==> config.mk <==
export PLATFORM = sky130hd
export DESIGN_NAME = mod_mul_seq_flat
export DESIGN_NICKNAME = d
export VERILOG_FILES = /design/src/rtl/mod_mul_seq_if.sv /design/src/rtl/mod_mul_seq.sv /design/src/flat_wrapper.sv
export SDC_FILE = /design/constraint.sdc
export NUM_CORES = 1
export LEC_CHECK = 0
export CORE_MARGIN = 4
export CORE_UTILIZATION = 35
export DETAILED_ROUTE_END_ITERATION = 12
export PLACE_DENSITY_LB_ADDON = 0.3
export RECOVER_POWER = 50
export SYNTH_ARGS = -nofsm -noshare
export SYNTH_HDL_FRONTEND = slang
export SYNTH_SLANG_ARGS = --single-unit
==> constraint.sdc <==
create_clock -name clk -period 15.72 [get_ports clk]
set_input_delay 4.716 -clock clk [delete_from_list [all_inputs] [get_ports clk]]
set_output_delay 4.716 -clock clk [all_outputs]
set_load 0.005 [all_outputs]
==> src/rtl/mod_mul_seq_if.sv <==
// Operand/result bundle for the sequential modular multiplier.
// The master drives operands and start; the slave returns result and status.
interface mod_mul_seq_if #(
  parameter int unsigned WIDTH = 32
);
  logic             start;
  logic [WIDTH-1:0] a;
  logic [WIDTH-1:0] b;
  logic [WIDTH-1:0] n;
  logic [WIDTH-1:0] result;
  logic             done;
  logic             busy;
  logic             err;

  modport master (
    output start, a, b, n,
    input  result, done, busy, err
  );

  modport slave (
    input  start, a, b, n,
    output result, done, busy, err
  );
endinterface

==> src/rtl/mod_mul_seq.sv <==
// Bit-serial (a*b) mod n using MSB-first interleaved shift/add with reduction.
// One multiplier bit per cycle; fixed latency of WIDTH cycles for valid operands.
module mod_mul_seq #(
  parameter int unsigned WIDTH = 32
) (
  input  logic          clk,
  input  logic          rstn,
  mod_mul_seq_if.slave  bus
);

  localparam int unsigned IW = (WIDTH > 1) ? $clog2(WIDTH) : 1;

  typedef enum logic [1:0] {
    IDLE = 2'd0,
    CALC = 2'd1,
    DONE = 2'd2
  } state_t;

  state_t           state_q, state_d;
  logic [WIDTH-1:0] a_q, a_d;
  logic [WIDTH-1:0] b_q, b_d;
  logic [WIDTH-1:0] n_q, n_d;
  logic [WIDTH-1:0] r_q, r_d;
  logic [IW-1:0]    i_q, i_d;
  logic [WIDTH-1:0] result_q, result_d;
  logic             err_q, err_d;
  logic             done_q, done_d;
  logic             busy_q, busy_d;

  // One reduction step; widths carry one guard bit so 2R and R+A (< 2N) fit.
  logic [WIDTH:0]   n_ext;
  logic [WIDTH:0]   dbl;
  logic [WIDTH:0]   dbl_red;
  logic [WIDTH:0]   acc;
  logic [WIDTH-1:0] r_step;

  always_comb begin
    n_ext   = {1'b0, n_q};
    dbl     = {r_q, 1'b0};
    dbl_red = (dbl >= n_ext) ? (dbl - n_ext) : dbl;
    acc     = b_q[i_q] ? (dbl_red + {1'b0, a_q}) : dbl_red;
    r_step  = WIDTH'((acc >= n_ext) ? (acc - n_ext) : acc);
  end

  // Next-state and register next-values
  always_comb begin
    state_d  = state_q;
    a_d      = a_q;
    b_d      = b_q;
    n_d      = n_q;
    r_d      = r_q;
    i_d      = i_q;
    result_d = result_q;
    err_d    = err_q;

    case (state_q)
      IDLE: begin
        if (bus.start) begin
          a_d = bus.a;
          b_d = bus.b;
          n_d = bus.n;
          r_d = '0;
          if ((bus.n == '0) || (bus.a >= bus.n)) begin
            state_d  = DONE;
            result_d = '0;
            err_d    = 1'b1;
          end else begin
            state_d = CALC;
            i_d     = IW'(WIDTH - 1);
            err_d   = 1'b0;
          end
        end
      end
      CALC: begin
        r_d = r_step;
        if (i_q == '0) begin
          result_d = r_step;
          state_d  = DONE;
        end else begin
          i_d = i_q - IW'(1);
        end
      end
      DONE: begin
        state_d = IDLE;
      end
      default: begin
        state_d = IDLE;
      end
    endcase

    done_d = (state_d == DONE);
    busy_d = (state_d != IDLE);
  end

  always_ff @(posedge clk or negedge rstn) begin
    if (!rstn) begin
      state_q  <= IDLE;
      a_q      <= '0;
      b_q      <= '0;
      n_q      <= '0;
      r_q      <= '0;
      i_q      <= '0;
      result_q <= '0;
      err_q    <= 1'b0;
      done_q   <= 1'b0;
      busy_q   <= 1'b0;
    end else begin
      state_q  <= state_d;
      a_q      <= a_d;
      b_q      <= b_d;
      n_q      <= n_d;
      r_q      <= r_d;
      i_q      <= i_d;
      result_q <= result_d;
      err_q    <= err_d;
      done_q   <= done_d;
      busy_q   <= busy_d;
    end
  end

  assign bus.result = result_q;
  assign bus.err    = err_q;
  assign bus.done   = done_q;
  assign bus.busy   = busy_q;

endmodule

==> src/flat_wrapper.sv <==
// flat-port wrapper written by rule: the top's interface ports become plain ports
module mod_mul_seq_flat 
#(
  parameter int unsigned WIDTH = 32
)
  (clk, rstn, bus_start, bus_a, bus_b, bus_n, bus_result, bus_done, bus_busy, bus_err);
  mod_mul_seq_if #(.WIDTH(WIDTH)) bus_i ();
  input  logic clk;
  input  logic rstn;
  input wire logic [$bits(bus_i.start)-1:0] bus_start;
  input wire logic [$bits(bus_i.a)-1:0] bus_a;
  input wire logic [$bits(bus_i.b)-1:0] bus_b;
  input wire logic [$bits(bus_i.n)-1:0] bus_n;
  output wire logic [$bits(bus_i.result)-1:0] bus_result;
  output wire logic [$bits(bus_i.done)-1:0] bus_done;
  output wire logic [$bits(bus_i.busy)-1:0] bus_busy;
  output wire logic [$bits(bus_i.err)-1:0] bus_err;
  assign bus_i.start = bus_start;
  assign bus_i.a = bus_a;
  assign bus_i.b = bus_b;
  assign bus_i.n = bus_n;
  assign bus_result = bus_i.result;
  assign bus_done = bus_i.done;
  assign bus_busy = bus_i.busy;
  assign bus_err = bus_i.err;
  mod_mul_seq #(.WIDTH(WIDTH)) u_core (.clk(clk), .rstn(rstn), .bus(bus_i));
endmodule
==> summary.md <==
| Metric | Value |
|---|---|
| Hold Crit Depth | 2 |
| Status | finished with violations |
| Fin cells | 2359 |
| Measured slew at the worst slew-check pin | 5710 ps |
| Ports | 134 |
| Die Y | 209 µm |
| Cell taking the most area after synthesis | dfrtp_1 |
| Post-CTS resize count | 0 |
| Mapped Cells | 1729 |
| Placed Area | 15900 µm² |
| Starting Density | 35.4% |
| CP Depth | 1 |
| Via count | 13100 |
| Worst EP required | 14890 ps |
| Initial antenna violation count | 2 |
| Max stage delay on crit path | 3890 ps |
| Crit path buf inv count | 1 |
| Seq/Total Area, Yosys | 30.2% |
| Wire per inst | 20.3 µm |
| Placed cells | 2326 |
| Cell area after layout | 16500 µm² |
| Worst reg2reg path depth | 30 |
| Drc violations | 0 |
| Syn Area/Cell | 8.16 µm² |
| Class of the worst hold path | reg2reg |
| P&R area growth vs syn | 16.7% |
| Core Area | 39800 µm² |
| Drt first pass iters | 5 |
| Largest net degree at the start of global routing | 105 |
| Synth Flop Type | dfrtp_1 |
| Leading post-synthesis cells by cell area | dfrtp_1, ha_1, nand2_1 |
| Top cells by count, synth | nand2_1, dfrtp_1, ha_1, inv_1, o21ai_0 |
| Syn. warnings | 0 |
| Worst path arrival time | 8770 ps |
| Vias in the first global route | 12500 |
| Violations in the final reports | capacitance limit, slew limit |
| CP Capture Type | async pin |
| Seq cells post-synth | 170 |
| CTS H-tree lvls | 4 |
| Unrepaired setup endpoints after global routing | no |
| Final Hold Viols | 0 |
| Shortest period the worst path allows | 9600 ps |
| Worst hold slack | 474 ps |
| DIE WIDTH | 209 µm |
| Slowest CP cell | clkbuf_1 |
| Final Skew | 16.8 ps |
| Critical Path Fanout Max | 104 |
| Slew margin rel. | -281% |
| Synth async-reset ratio | 100% |
| Ratio of cells with drive above 1 in the final layout | 6.44% |
| Critical path's top delay family | buffers and inverters |
| Buffers on Ports | 133 |
| Die ar. | 43600 µm² |
| Skew-Pair Late Insertion Delay | 460 ps |
| Maxcap violations | 3 |
| Setup crit start kind | input port |
| Post-DRT Antenna Nets | 0 |
| CTS buffer count | 17 |
| GPL Wtd Cong | 0.949 |
| Gr usage total | 21.4% |
| Most common cell in the netlist | nand2_1 |
| HPWL Detailed | 37300 µm |
| CTS sink cnt | 170 |
| First-pass GRT wire length | 73500 µm |
| GRT Residual Overflow | 0 |
| Post-synth EDFFs | 0 |
| Netlist cell types | 80 |
| Max frequency | 0.104 GHz |
| Setup Total Neg Slack | 0 ps |
| Maximum root-to-sink buffer count | 2 |
| WS Path Type | in2async |
| Post-synth top area share | 30.2% |
| Cells along the critical path | clkbuf_1 |
| Period utilisation layout | 61.1% |
| Syn_nets | 1960 |
| Hold_buf cts | 0 |
| Nets | 2051 |
| Final wirelength | 48000 µm |
| CTS tree | yes |
| Via density | 5.57 |
| Root Driver | clkbuf_16 |
| Clock transition at path regs | 70 ps |
| Violation count after the first detailed-routing iteration | 964 |
| Final setup viols | 0 |
| Post-CTS setup buffer count | 0 |
| Max Slew Vio Count | 203 |
| Standard-cell rows | 73 |
| Cell Area, Synth | 14100 µm² |
| Fill cell count | 4115 |
through the flow:
step | setup slack [ps] | utilization (%)
final | 6120 | 41.3
after global routing | 4870 | 41.3
after CTS | 6210 | 41.4
after detailed placement | 6210 | 39.9
after global placement | 6240 | 39.9
after floorplan | 8450 | -
layout by cell type (no fill, tap or decap), types with 17 or more instances in the layout:
cell / n
nand2_1: 333
xnor2_1: 46
clkbuf_16: 17
o211ai_1: 19
a211oi_1: 18
xor2_1: 26
inv_1: 109
nor2_1: 88
ha_1: 129
clkdlybuf4s50_1: 113
a21oi_1: 97
and3_1: 20
nand3_1: 60
o21a_1: 23
nand2b_1: 17
mux2_2: 36
a22o_1: 19
nor2b_1: 18
o21ai_0: 106
nand4_1: 18
mux2i_1: 31
nor3_1: 20
dlygate4sd3_1: 19
a21o_1: 40
a31oi_1: 19
dfrtp_1: 170
logic make-up (layout without fill, tap and decap cells):
logic type | count (synthesis) | in the layout | share of synthesized area [%]
buf+inv | 185 | 289 | 5.32
xor+xnor | 72 | 72 | 4.47
fa+ha+maj | 132 | 132 | 11.9
mux | 75 | 75 | 6.11
flops | 170 | 170 | 30.2
other cells | 0 | 1 | 0
compound gates | 454 | 454 | 21.5
simple gates | 641 | 641 | 20.6
final timing paths:
kind | startpoint | endpoint | slack [ps]
setup / recovery | rstn | u_core.a_q[8] | 6120
hold / removal | u_core.b_q[12] | u_core.b_q[12] | 470
setup reg to reg | u_core.r_q[14] | u_core.r_q[12] | 6130
hold reg to reg | u_core.b_q[12] | u_core.b_q[12] | 470
max in group clk | u_core.r_q[14] | u_core.r_q[12] | 6130
min in group asynchronous | rstn | u_core.b_q[4] | 6340
flip-flops by register name, summed over array words and instances, names as in the netlist:
name / flops
u_core.n_q: 32
u_core.i_q: 5
u_core.r_q: 32
u_core.bus.err: 1
u_core.bus.done: 1
u_core.state_q: 2
u_core.b_q: 32
u_core.bus.busy: 1
u_core.bus.result: 32
u_core.a_q: 32
layout make-up:
class / count / area (µm²) / share of cell area, %
Multi-Input combinational cell: 1374 / 9120 / 55.4
Sequential cell: 170 / 4250 / 25.9
Timing Repair Buffer: 147 / 1420 / 8.65
Tap cell: 525 / 657 / 3.99
Clock buffer: 19 / 453 / 2.75
Inverter: 110 / 413 / 2.51
Clock inverter: 13 / 131 / 0.799
Antenna cell: 1 / 2.50 / 0.0152
per-layer routing:
| layer | vias up | routed length [µm] | GRT usage, % |
|---|---|---|---|
| met5 | - | 0 | 0 |
| met4 | 0 | 774 | 4.75 |
| met3 | 39 | 3380 | 4.11 |
| met2 | 422 | 19800 | 31.1 |
| met1 | 6320 | 24000 | 32.8 |
| li1 | 6364 | - | - |
Power is not shown: default switching activity piles up to over one toggle a cycle in this logic, so the estimate is an artifact.
